<file path="src/rtl/sdmac_reg_decode_ctrl.sv">
// rtl/sdmac_reg_decode_ctrl.sv - SDMAC register decode, CNTR/DMAENA and flash access sequencer
// Optional flash registers, FSM and flash port enabled by `define RESDMAC_FLASH_EN.
module sdmac_reg_decode_ctrl #(
  parameter int FA_W = 24
) (
  input  logic            i_clk,
  input  logic            i_rst,
  input  logic [7:0]      i_addr,
  input  logic            i_dmac_n,
  input  logic            i_as_n,
  input  logic            i_rw,
  input  logic [31:0]     i_mid,
  input  logic [31:0]     i_fl_rdata,
  input  logic            i_fl_wait,
  output logic            o_wtc_rd_n,
  output logic            o_istr_rd_n,
  output logic            o_dsp_rd_n,
  output logic            o_sspbdat_rd_n,
  output logic            o_version_rd_n,
  output logic            o_contr_wr,
  output logic            o_sspbdat_wr,
  output logic            o_acr_wr,
  output logic            o_st_dma,
  output logic            o_sp_dma,
  output logic            o_clr_int,
  output logic            o_flush_n,
  output logic            o_h_0c,
  output logic            o_h_28,
  output logic            o_wdregreq,
  output logic [8:0]      o_cntr_o,
  output logic            o_intena,
  output logic            o_preset,
  output logic            o_dmadir,
  output logic            o_dmaena,
  output logic [FA_W-1:0] o_flash_addr,
  output logic [31:0]     o_loc_od,
  output logic            o_flash_term,
  output logic [FA_W-1:0] o_fl_addr,
  output logic [31:0]     o_fl_wdata,
  output logic            o_fl_rd,
  output logic            o_fl_wr
);

  logic       w_sel;
  logic [5:0] w_a;
  logic       w_rd;
  logic       w_wr;
  logic [7:0] r_cntr;
  logic       r_dmaena;

  // Decode works on longword index A[7:2]; A[1:0] never participate.
  assign w_sel = ~i_dmac_n & ~i_as_n;
  assign w_a   = i_addr[7:2];
  assign w_rd  = w_sel & i_rw;
  assign w_wr  = w_sel & ~i_rw;

  assign o_wtc_rd_n     = ~(w_rd & (w_a == 6'h01));
  assign o_contr_wr     = w_wr & (w_a == 6'h02);
  assign o_acr_wr       = w_wr & (w_a == 6'h03);
  assign o_h_0c         = w_sel & (w_a == 6'h03);
  assign o_st_dma       = w_sel & (w_a == 6'h04);
  assign o_flush_n      = ~(w_sel & (w_a == 6'h05));
  assign o_clr_int      = w_sel & (w_a == 6'h06);
  assign o_istr_rd_n    = ~(w_rd & (w_a == 6'h07));
  assign o_h_28         = w_sel & (w_a == 6'h0A);
  assign o_dsp_rd_n     = ~(w_rd & (w_a == 6'h0A));
  assign o_sp_dma       = w_sel & (w_a == 6'h0F);
  assign o_wdregreq     = w_sel & (w_a[5:2] == 4'h4);
  assign o_sspbdat_rd_n = ~(w_rd & (w_a == 6'h16));
  assign o_sspbdat_wr   = w_wr & (w_a == 6'h16);
  assign o_version_rd_n = ~(w_rd & (w_a == 6'h18));

  always_ff @(posedge i_clk) begin
    if (i_rst) begin
      r_cntr   <= 8'h00;
      r_dmaena <= 1'b0;
    end else begin
      if (o_contr_wr)
        r_cntr <= i_mid[7:0];
      if (o_st_dma)
        r_dmaena <= 1'b1;
      else if (o_sp_dma)
        r_dmaena <= 1'b0;
    end
  end

  assign o_cntr_o = {r_dmaena, r_cntr};
  assign o_dmadir = r_cntr[1];
  assign o_intena = r_cntr[2];
  assign o_preset = r_cntr[4];
  assign o_dmaena = r_dmaena;

`ifdef RESDMAC_FLASH_EN
  typedef enum logic [1:0] {S_IDLE, S_REQ, S_DONE} state_t;

  state_t          r_state;
  logic [FA_W-1:0] r_flash_addr;
  logic [FA_W-1:0] r_fl_addr;
  logic [31:0]     r_fl_wdata;
  logic [31:0]     r_fl_data;
  logic            r_fl_rd;
  logic            r_fl_wr;
  logic            r_flash_term;
  logic            w_fa_wr;
  logic            w_fd_acc;
  logic            w_op_done;
  logic [1:0]      w_unused_addr;

  assign w_fa_wr       = w_wr & (w_a == 6'h19);
  assign w_fd_acc      = w_sel & (w_a == 6'h1A);
  assign w_op_done     = (r_state == S_REQ) & ~i_fl_wait;
  assign w_unused_addr = i_addr[1:0];

  always_ff @(posedge i_clk) begin
    if (i_rst) begin
      r_state      <= S_IDLE;
      r_flash_addr <= '0;
      r_fl_addr    <= '0;
      r_fl_wdata   <= 32'h0;
      r_fl_data    <= 32'h0;
      r_fl_rd      <= 1'b0;
      r_fl_wr      <= 1'b0;
      r_flash_term <= 1'b0;
    end else begin
      // A CPU load of the address register takes priority over the post-op increment.
      if (w_fa_wr)
        r_flash_addr <= i_mid[FA_W-1:0];
      else if (w_op_done)
        r_flash_addr <= r_flash_addr + FA_W'(4);

      case (r_state)
        S_IDLE: begin
          if (w_fd_acc) begin
            r_state   <= S_REQ;
            r_fl_addr <= r_flash_addr;
            if (i_rw) begin
              r_fl_rd <= 1'b1;
            end else begin
              r_fl_wr    <= 1'b1;
              r_fl_wdata <= i_mid;
            end
          end
        end
        S_REQ: begin
          if (!i_fl_wait) begin
            r_state      <= S_DONE;
            r_fl_rd      <= 1'b0;
            r_fl_wr      <= 1'b0;
            r_flash_term <= 1'b1;
            if (r_fl_rd)
              r_fl_data <= i_fl_rdata;
          end
        end
        S_DONE: begin
          if (!w_sel) begin
            r_state      <= S_IDLE;
            r_flash_term <= 1'b0;
          end
        end
        default: begin
          r_state      <= S_IDLE;
          r_fl_rd      <= 1'b0;
          r_fl_wr      <= 1'b0;
          r_flash_term <= 1'b0;
        end
      endcase
    end
  end

  assign o_flash_addr = r_flash_addr;
  assign o_fl_addr    = r_fl_addr;
  assign o_fl_wdata   = r_fl_wdata;
  assign o_fl_rd      = r_fl_rd;
  assign o_fl_wr      = r_fl_wr;
  assign o_flash_term = r_flash_term;

  always_comb begin
    o_loc_od = 32'h0;
    if (w_rd && (w_a == 6'h02))
      o_loc_od = {23'b0, o_cntr_o};
    else if (w_rd && (w_a == 6'h19))
      o_loc_od = 32'(r_flash_addr);
    else if (w_rd && (w_a == 6'h1A))
      o_loc_od = r_fl_data;
  end
`else
  logic w_unused_in;

  assign w_unused_in  = ^{i_fl_rdata, i_fl_wait, i_mid[31:8], i_addr[1:0]};
  assign o_flash_addr = '0;
  assign o_fl_addr    = '0;
  assign o_fl_wdata   = 32'h0;
  assign o_fl_rd      = 1'b0;
  assign o_fl_wr      = 1'b0;
  assign o_flash_term = 1'b0;

  always_comb begin
    o_loc_od = 32'h0;
    if (w_rd && (w_a == 6'h02))
      o_loc_od = {23'b0, o_cntr_o};
  end
`endif

endmodule

</file>
<file path="config.mk">
export PLATFORM = sky130hd
export DESIGN_NAME = sdmac_reg_decode_ctrl
export DESIGN_NICKNAME = d
export VERILOG_FILES = /design/src/rtl/sdmac_reg_decode_ctrl.sv
export SDC_FILE = /design/constraint.sdc
export NUM_CORES = 1
export LEC_CHECK = 0
export BUFFER_PORTS_ARGS = -buffer_cell sky130_fd_sc_hd__buf_4
export CELL_PAD_IN_SITES_DETAIL_PLACEMENT = 0
export CELL_PAD_IN_SITES_GLOBAL_PLACEMENT = 1
export CORE_ASPECT_RATIO = 1.1
export CORE_MARGIN = 5
export CORE_UTILIZATION = 18
export CTS_CLUSTER_SIZE = 20
export DETAILED_ROUTE_END_ITERATION = 6
export HOLD_SLACK_MARGIN = 0.12
export PLACE_DENSITY = 0.82
export SYNTH_ARGS = -nofsm -noshare
export SYNTH_HDL_FRONTEND = slang
export SYNTH_SLANG_ARGS = --single-unit
export TNS_END_PERCENT = 30
</file>
<file path="constraint.sdc">
create_clock -name i_clk -period 2.1 [get_ports i_clk]
set_clock_uncertainty 0.05 [all_clocks]
set_input_delay 0.315 -clock i_clk [delete_from_list [all_inputs] [get_ports i_clk]]
set_output_delay 0.315 -clock i_clk [all_outputs]
set_load 0.005 [all_outputs]
</file>
=== Word level (Yosys, flattened, before mapping) ===
Index checks and enable logic that the tools add are counted.

* Flip-flop bits (word level): 9
* Logic and storage cells: 46
* Bits of input ports: 78

* Reductions and logical operators: 2
* Mux-type cells: 3
* Bitwise gates (word level): 27
* Eq/ne operators: 12

{| class="wikitable"
|+ Operator list
! kind !! count
|-
| $eq A6 B3 Y1 const B || 4
|-
| $and A1 B1 Y1 || 18
|-
| $eq A6 B2 Y1 const B || 2
|-
| $eq A6 B4 Y1 const B || 2
|-
| $eq A6 B5 Y1 const B || 2
|-
| $mux W9 || 1
|-
| $not A1 Y1 || 9
|-
| $eq A6 B1 Y1 const B || 1
|-
| $eq A4 B3 Y1 const B || 1
|-
| $mux W1 || 2
|-
| $reduce_bool A2 Y1 || 1
|-
| $logic_and A1 B1 Y1 || 1
|}

=== Longest topological paths before layout ===
Gate-level depths: netlist of the first run.

* Word-level depth: 5
* Mapped depth: 4
* Mapped depth without buffers: 3

=== Worst setup path before layout of the first run ===
Ideal clock, no wire load.

* Kind: input to output
* Start: input port i_addr[5]
* End: output port o_wtc_rd_n
* Required time: 1735 ps
* Path slack: 359 ps
* Buffers on the path: 0
* Arrival time: 1376 ps
* Stages on the path: 2
* Path through: or4_4 -> or4_1

* Longest elaborated chain between the ends: 3

{| class="wikitable"
|+ Ends and longest elaborated chain
! item !! line !! source
|-
| from (decl) || 8 || <nowiki>input logic [7:0] i_addr,</nowiki>
|-
| $eq A6 B1 Y1 || 57 || <nowiki>assign o_wtc_rd_n = ~(w_rd & (w_a == 6'h01));</nowiki>
|-
| $and A1 B1 Y1 || 57 ||
|-
| $not A1 Y1 || 57 ||
|-
| to (decl) || 15 || <nowiki>output logic o_wtc_rd_n,</nowiki>
|}

No other way between the ends.

=== Final worst setup path of the first run ===
Same ends and word-level chain as after synthesis.

==> flow_metrics.env, run 1 <==
export IMPL_power_density_mw_per_mm2=290
export IMPL_ant_nets=0
export IMPL_cts_tree="yes"
export IMPL_route_vias_total=1100
export IMPL_numCtsBuffers=3
export IMPL_fmax_mhz=491
export IMPL_p_leak_nw=0.882
export IMPL_dr_first_iter_drc_count=75
export IMPL_worstPathCellList="buf_4, or4_4, or4_1, buf_4"
export IMPL_startpoint="i_addr[5]"
export IMPL_setup_ws_ns=0.0636
export IMPL_grt_pass1_wl_um=4750
export IMPL_dpl_cell_count=355
export IMPL_ys_seq_area_frac=0.120
export IMPL_die_area_mm2=0.0103
export IMPL_synth_cell_types=30
export IMPL_startpoint_type="primary input"
export IMPL_ir_drop_v=0.000125
export IMPL_hold_class="primary input to flop"
export IMPL_ios=221
export IMPL_chipHeight_um=106
export IMPL_finalHoldViolCount=0
export IMPL_slowest_delay_ns=0.58
export IMPL_die_w_um=97.1
export IMPL_rsz0062_at_grt="false"
export IMPL_cts_resized=0
export IMPL_yosys_area_top_type_share=0.550
export IMPL_antennaDiodeCount=0
export IMPL_worstPathArrival_ns=1.67
export IMPL_syn_area_per_cell_um2=7.79
export IMPL_htree_levels=1
export IMPL_antenna_found_initial=0
export IMPL_r2r_start="o_dmaena"
export IMPL_gp_congestion=0.779
export IMPL_required_ns=1.74
export IMPL_synth_top_area_cell="buf_4"
export IMPL_dr_pass1_iters=4
export IMPL_critical_path_peak_fanout=5
export IMPL_synthTopCellsByArea="buf_4 (55%), dfxtp_1 (12%), nand2b_1 (7.1%)"
export IMPL_initial_core_util=0.182
export IMPL_worstHoldStart="i_rst"
export IMPL_crit_slowest_cell="or4_4"
export IMPL_clock_path_buffers=2
export IMPL_nets=327
export IMPL_path_buf_inv=2
export IMPL_end_kind="output pin"
export IMPL_criticalPathCategory="primary input to output pin"
export IMPL_yosys_warnings=0
export IMPL_post_cts_buffers=0
export IMPL_drive_above_1_share=0.266
export IMPL_hpwlAfterDp_um=2910
export IMPL_grt_pass1_vias=997
export IMPL_ys_seq_elements=9
export IMPL_drt_total_wl_um=3320
export IMPL_placed_area_mm2=0.00166
export IMPL_core_area_mm2=0.00828
export IMPL_fin_setup_tns_ns=0
export IMPL_clock_sinks=9
export IMPL_cap_violations=0
export IMPL_p_switching_mw=0.151
export IMPL_final_fill_count=907
export IMPL_utilization=0.205
export IMPL_fin_crit_sh=0.970
export IMPL_grt_ovfl_total=0
export IMPL_clk_latency_ns=0.23
export IMPL_finalPower_mw=0.493
export IMPL_routed_via_density=3.06
export IMPL_wire_per_inst_um=9.24
export IMPL_critical_path_top_delay_family="simple AND/OR/NAND/NOR gates"
export IMPL_sw_frac_of_total=0.306
export IMPL_drc_errors=0
export IMPL_fin_area_mm2=0.00170
export IMPL_post_route_min_period_ns=2.04
export IMPL_status="complete, no violations"
export IMPL_final_max_slew_violation_count=0
export IMPL_hold_slack_ns=0.299
export IMPL_grt_max_degree=18
export IMPL_p_int_mw=0.342
export IMPL_synthCells=193
export IMPL_track_usage=0.0547
export IMPL_cts_root_buf="clkbuf_8"
export IMPL_area_growth_synth_to_final_pct=13.2
export IMPL_p_comb_frac=0.240
export IMPL_stdcell_count=359
export IMPL_syn_area_mm2=0.00150
export IMPL_dpl_worst_slack_ns=0.0635
export IMPL_cts_hold_buf=0
export IMPL_io_buffers=55
export IMPL_path_common_cell="buf_4"
export IMPL_p_seq_frac=0.349
export IMPL_rows=35
export IMPL_power_frac_clock=0.412
export IMPL_setup_violations=0
export IMPL_clk_pin_slew_ns=0.05
## cells in the mapped netlist (all sizes together)
cell type,n
nor4,1
nand4,4
and2,9
o21ai,1
conb,1
clkbuf,1
inv,2
or4b,1
nor2b,3
or3,2
a21oi,1
nor4b,1
nand3,2
or4,3
nand2b,17
nor3b,1
or3b,1
nor3,5
or2,1
nor2,3
mux2i,8
nand2,3
and2b,1
buf,111
and3,1
dfxtp,9
## power groups by stage
stage / combinational [mW] / clock [mW] / sequential (mW)
4_1_cts: 0.112 / 0.216 / 0.172
3_5_place_dp: 0.112 / 0 / 0.175
3_3_place_gp: 0.110 / 0 / 0.175
2_1_floorplan: 0.211 / 0 / 0.175
6_report: 0.118 / 0.203 / 0.172
5_1_grt: 0.137 / 0.228 / 0.171
## final cells by class
class / instances / area (um2) / area share
tap: 111 / 139 / 0.0817
inverter: 2 / 7.51 / 0.00442
timing repair buffer: 58 / 460 / 0.271
multi-input combinational: 175 / 868 / 0.511
sequential: 9 / 180 / 0.106
clock buffer: 4 / 45.0 / 0.0265
## sequential cells by signal, summed over array words and instances (netlist names)
signal / cells
o_dmaena: 1
r_cntr: 8
## cells in the final DEF, fill, tap and decap left out, types with 2 or more instances in the layout
cell type / n
buf_4: 56
nand2_1: 3
nand2b_1: 17
inv_1: 2
conb_1: 106
nor2b_1: 3
buf_12: 2
or4_1: 2
nand3_1: 2
and2_1: 9
mux2i_1: 8
nor3_1: 3
nor2_1: 3
clkbuf_8: 3
or3_1: 2
dfxtp_1: 9
nand4_1: 4
## layer usage
metal	vias up	share of wire	track usage	routed length, um
met5	-	0	0	0
met4	0	0.019	0.0221	63
met3	6	0.11	0.00794	381
met2	84	0.56	0.110	1860
met1	495	0.30	0.0554	1010
li1	515	-	-	-
## cells by family after synthesis
logic type	after synthesis	share of synthesized area
buf+inv	114	0.565
flops	9	0.120
other cells	1	0.00250
mux	8	0.0533
simple gates	59	0.253
compound gates	2	0.00665
## final timing paths
path	endpoint	slack, ns	depth (start not counted)
hold reg to reg	r_cntr[6]	0.43	2
setup / recovery	o_wtc_rd_n	0.06	4
hold / removal	o_dmaena	0.30	2
setup reg to reg	o_dmaena	1.35	2
Note: power is estimated with default switching activity, not from simulation.
==> run 2, diff against run 1 <==
==> constraint.sdc (replaced) <==
create_clock -name i_clk -period 2.1 [get_ports i_clk]
set_clock_uncertainty 0.05 [all_clocks]
set_input_delay 0.105 -clock i_clk [delete_from_list [all_inputs] [get_ports i_clk]]
set_output_delay 0.105 -clock i_clk [all_outputs]
set_load 0.005 [all_outputs]
==> run 2 against run 1 <==
Utilization increased by 0.60 points. Sequential share of layout area down 0.30 points. First-iteration DRC count fell by 27%. Total power up 2.8%. Die area unchanged. Non-clock buffer count grew 7. Hold slack lost 0.082 ns. Design area increased by 2.9%. Critical path type unchanged. Largest cell class unchanged. Largest power group unchanged. Highest routed layer unchanged.
==> flow_metrics.env, run 2 (same netlist as run 1, synthesis figures left out) <==
export IMPL_cap_violations=0
export IMPL_cts_root_buf="clkbuf_8"
export IMPL_clk_pin_slew_ns=0.05
export IMPL_cts_hold_buf=9
export IMPL_path_buf_inv=2
export IMPL_grt_ovfl_total=0
export IMPL_gp_congestion=0.774
export IMPL_p_seq_frac=0.339
export IMPL_drc_errors=0
export IMPL_ios=221
export IMPL_drive_above_1_share=0.251
export IMPL_p_switching_mw=0.154
export IMPL_grt_pass1_vias=1027
export IMPL_fin_area_mm2=0.00175
export IMPL_finalHoldViolCount=0
export IMPL_p_comb_frac=0.259
export IMPL_layout_cells_most_common="conb_1"
export IMPL_htree_levels=1
export IMPL_post_route_min_period_ns=1.67
export IMPL_clock_sinks=9
export IMPL_fmax_mhz=597
export IMPL_crit_slowest_cell="or4_4"
export IMPL_fin_setup_tns_ns=0
export IMPL_p_leak_nw=0.903
export IMPL_cts_tree="yes"
export IMPL_hpwlAfterDp_um=2800
export IMPL_startpoint_type="primary input"
export IMPL_criticalPathCategory="primary input to output pin"
export IMPL_dr_pass1_iters=4
export IMPL_critical_path_peak_fanout=9
export IMPL_final_cell_mix="conb_1 (106), buf_4 (56), nand2b_1 (17)"
export IMPL_routed_via_density=3.03
export IMPL_die_area_mm2=0.0103
export IMPL_end_kind="output pin"
export IMPL_io_buffers=55
export IMPL_route_vias_total=1108
export IMPL_worstPathArrival_ns=1.52
export IMPL_worstPathCellList="buf_4, or4_4, nor3_4, and2_1, buf_4"
export IMPL_rows=35
export IMPL_track_usage=0.0582
export IMPL_drt_total_wl_um=3380
export IMPL_dr_first_iter_drc_count=55
export IMPL_clk_latency_ns=0.23
export IMPL_power_frac_clock=0.402
export IMPL_antenna_found_initial=0
export IMPL_rsz0062_at_grt="false"
export IMPL_fin_crit_sh=0.798
export IMPL_cts_resized=0
export IMPL_grt_pass1_wl_um=5060
export IMPL_required_ns=1.95
export IMPL_chipHeight_um=106
export IMPL_seq_area_um2=180
export IMPL_wire_per_inst_um=9.23
export IMPL_ant_nets=0
export IMPL_antennaDiodeCount=0
export IMPL_initial_core_util=0.182
export IMPL_largest_reg_flops=8
export IMPL_p_int_mw=0.352
export IMPL_final_max_slew_violation_count=0
export IMPL_path_common_cell="buf_4"
export IMPL_regMostFlops="r_cntr"
export IMPL_status="complete, no violations"
export IMPL_sw_frac_of_total=0.304
export IMPL_multi_input_area_um2=868
export IMPL_grt_max_degree=18
export IMPL_nets=334
export IMPL_post_cts_buffers=0
export IMPL_hold_class="primary input to flop"
export IMPL_critical_path_top_delay_family="simple AND/OR/NAND/NOR gates"
export IMPL_area_growth_synth_to_final_pct=16.5
export IMPL_placed_area_mm2=0.00162
export IMPL_die_w_um=97.1
export IMPL_slowest_delay_ns=0.58
export IMPL_ir_drop_v=0.000111
export IMPL_numCtsBuffers=3
export IMPL_final_fill_count=895
export IMPL_setup_violations=0
export IMPL_clock_path_buffers=2
export IMPL_core_area_mm2=0.00828
export IMPL_power_density_mw_per_mm2=289
## run 2: changes by cell type in the layout (fill, tap and decap cells not counted)
cell and delta:
buf_12 -2, dlygate4sd3_1 +9
## run 2: worst register-to-register path: stages (launching register included)
cell and delay (ns):
dfxtp_1 0.38, o21ai_0 0.11, a21oi_1 0.14
## run 2: final cells by class
type / count / area share
multi-input combinational: 175 / 0.496
timing repair buffer: 65 / 0.292
sequential: 9 / 0.103
tap: 111 / 0.0793
clock buffer: 4 / 0.0257
inverter: 2 / 0.00429
## run 2: metrics by stage
step           instances  hold slack [ns]   util  power [mW]  worst slack, ns
2_1_floorplan        298            0.193      -       0.386            0.779
3_3_place_gp         353            0.325  0.195       0.285            0.404
3_5_place_dp         353            0.335  0.195       0.286            0.373
4_1_cts              366            0.227  0.211       0.511            0.374
5_1_grt              366            0.264  0.211       0.546            0.301
6_report             366            0.217  0.211       0.507            0.425
## run 2: final timing paths
path,start,to,slack [ns],cells after the start
worst max-delay path,i_addr[5],o_loc_od[0],0.43,5
worst min-delay path,i_dmac_n,o_dmaena,0.22,4
worst max register to register,o_dmaena,o_dmaena,1.35,2
worst min register to register,r_cntr[0],r_cntr[0],0.43,2
## run 2: layer usage
layer  share of wire  up-vias  track usage  routed length, um
met2            0.56       80        0.114               1890
met4          0.0065        0       0.0181                 22
met1            0.32      501       0.0630               1090
met5               0        -            0                  0
met3            0.11        2      0.00927                372
li1                -      525            -                  -
## run 2: power by group through the flow
stage / clock network, mW / logic, mW / registers, mW
2_1_floorplan: 0 / 0.211 / 0.175
3_3_place_gp: 0 / 0.110 / 0.175
3_5_place_dp: 0 / 0.111 / 0.175
4_1_cts: 0.215 / 0.125 / 0.172
5_1_grt: 0.223 / 0.152 / 0.171
6_report: 0.203 / 0.131 / 0.172
==> run 3, diff against run 2 <==
clock period = 1.7 ns   (was 2.1 ns; I/O delays follow)
==> run 3 against run 2 <==
Register-to-register slack got worse by 0.38 ns. Sequential share of layout area fell by 0.19 points. Utilization rose by 0.39 points. Global-route usage fell by 0.12 points. Critical endpoint is now o_wtc_rd_n.
==> flow_metrics.env, run 3 (same netlist as run 1, synthesis figures left out) <==
export IMPL_status="complete, no violations"
export IMPL_fmax_mhz=628
export IMPL_worstHoldStart="i_as_n"
export IMPL_grt_pass1_wl_um=4920
export IMPL_criticalPathCategory="primary input to output pin"
export IMPL_layout_cells_most_common="conb_1"
export IMPL_post_route_min_period_ns=1.59
export IMPL_dpl_worst_slack_ns=0.105
export IMPL_largest_reg_flops=8
export IMPL_area_growth_synth_to_final_pct=18.7
export IMPL_seq_area_um2=180
export IMPL_drc_errors=0
export IMPL_setup_ws_ns=0.107
export IMPL_finalHoldViolCount=0
export IMPL_p_leak_nw=0.914
export IMPL_dpl_cell_count=354
export IMPL_clk_latency_ns=0.23
export IMPL_core_area_mm2=0.00828
export IMPL_required_ns=1.56
export IMPL_routed_via_density=3.02
export IMPL_fin_setup_tns_ns=0
export IMPL_ir_drop_v=0.000135
export IMPL_regMostFlops="r_cntr"
export IMPL_track_usage=0.0569
export IMPL_ios=221
export IMPL_final_cell_mix="conb_1 (106), buf_4 (55), nand2b_1 (17)"
export IMPL_final_fill_count=894
export IMPL_r2r_slack_ns=0.97
export IMPL_antennaDiodeCount=0
export IMPL_initial_core_util=0.182
export IMPL_fin_crit_sh=0.937
export IMPL_ant_nets=0
export IMPL_setup_violations=0
export IMPL_drt_total_wl_um=3390
export IMPL_cts_tree="yes"
export IMPL_utilization=0.215
export IMPL_multi_input_area_um2=868
export IMPL_r2r_cells=2
export IMPL_rsz0062_at_grt="false"
export IMPL_worstHoldPathCells=4
export IMPL_antenna_found_initial=0
export IMPL_post_cts_buffers=0
export IMPL_io_buffers=55
export IMPL_power_density_mw_per_mm2=350
export IMPL_hpwlAfterDp_um=2830
export IMPL_hold_path_end="o_dmaena"
export IMPL_end_kind="output pin"
export IMPL_nets=335
export IMPL_critical_path_peak_fanout=5
export IMPL_cts_root_buf="clkbuf_8"
export IMPL_die_area_mm2=0.0103
export IMPL_worstPathArrival_ns=1.46
export IMPL_dr_first_iter_drc_count=34
export IMPL_r2r_end="o_dmaena"
export IMPL_dr_pass1_iters=2
export IMPL_clock_path_buffers=2
export IMPL_hold_class="primary input to flop"
export IMPL_drive_above_1_share=0.254
export IMPL_numCtsBuffers=3
export IMPL_grt_max_degree=18
export IMPL_chipHeight_um=106
export IMPL_r2r_start="o_dmaena"
export IMPL_cap_violations=0
export IMPL_stdcell_count=367
export IMPL_grt_ovfl_total=0
export IMPL_grt_pass1_vias=1073
export IMPL_clock_sinks=9
export IMPL_route_vias_total=1109
export IMPL_gp_congestion=0.770
export IMPL_wire_per_inst_um=9.25
export IMPL_clk_pin_slew_ns=0.05
export IMPL_die_w_um=97.1
export IMPL_rows=35
export IMPL_htree_levels=1
export IMPL_startpoint_type="primary input"
export IMPL_final_max_slew_violation_count=0
==> run 3: changes by cell type in the layout (fill, tap and decap cells not counted), sizes merged <==
| cell | before | now |
|---|---|---|
| buf | 56 | 57 |
==> run 3: cell type report <==
| cell class | instances | share of cell area |
|---|---|---|
| clock buffer | 4 | 0.0253 |
| inverter | 2 | 0.00421 |
| multi-input combinational | 175 | 0.487 |
| sequential | 9 | 0.101 |
| tap | 111 | 0.0779 |
| timing repair buffer | 66 | 0.305 |
==> run 3: layer usage <==
metal  GRT usage  up-vias  wire, um  part of all wire
met5           0        -         0                 0
li1            -      529         -                 -
met1      0.0539      494      1040              0.31
met4      0.0261        0        40             0.012
met3      0.0132        4       416              0.12
met2       0.114       82      1900              0.56
==> run 3: how the worst max path moves through the flow <==
stage,startpoint,to,cells past startpoint
floorplan,i_addr[5],r_cntr[0],4
global placement,i_addr[5],o_loc_od[0],6
detailed placement,i_addr[5],o_wtc_rd_n,4
CTS,i_addr[5],o_wtc_rd_n,4
global route,i_addr[5],o_loc_od[0],6
finish,i_addr[5],o_wtc_rd_n,4
==> run 3: critical path: stages <==
cell   delay [ns]
buf_4        0.13
or4_4        0.58
or4_1        0.51
buf_4        0.16
==> run 3: power breakdown <==
part	switching (mW)	internal (mW)	leakage, nW	total, mW
clock network	0.0859	0.164	0.0228	0.249
registers	0.000288	0.212	0.0725	0.212
logic	0.103	0.0601	0.819	0.163
total	0.189	0.436	0.914	0.624
==> run 3: through the flow <==
stage | hold WS, ns | cell area (um2) | total power [mW]
2_1_floorplan | 0.153 | 1900 | 0.477
3_3_place_gp | 0.304 | 1650 | 0.352
3_5_place_dp | 0.314 | 1650 | 0.354
4_1_cts | 0.205 | 1780 | 0.629
5_1_grt | 0.228 | 1780 | 0.681
6_report | 0.197 | 1780 | 0.624
==> run 3: timing repair <==
| item | CTS | global route |
|---|---|---|
| hold endpoints to repair | 9 | 0 |
| hold buffers | 9 | 0 |
| resized for setup | 0 | 0 |
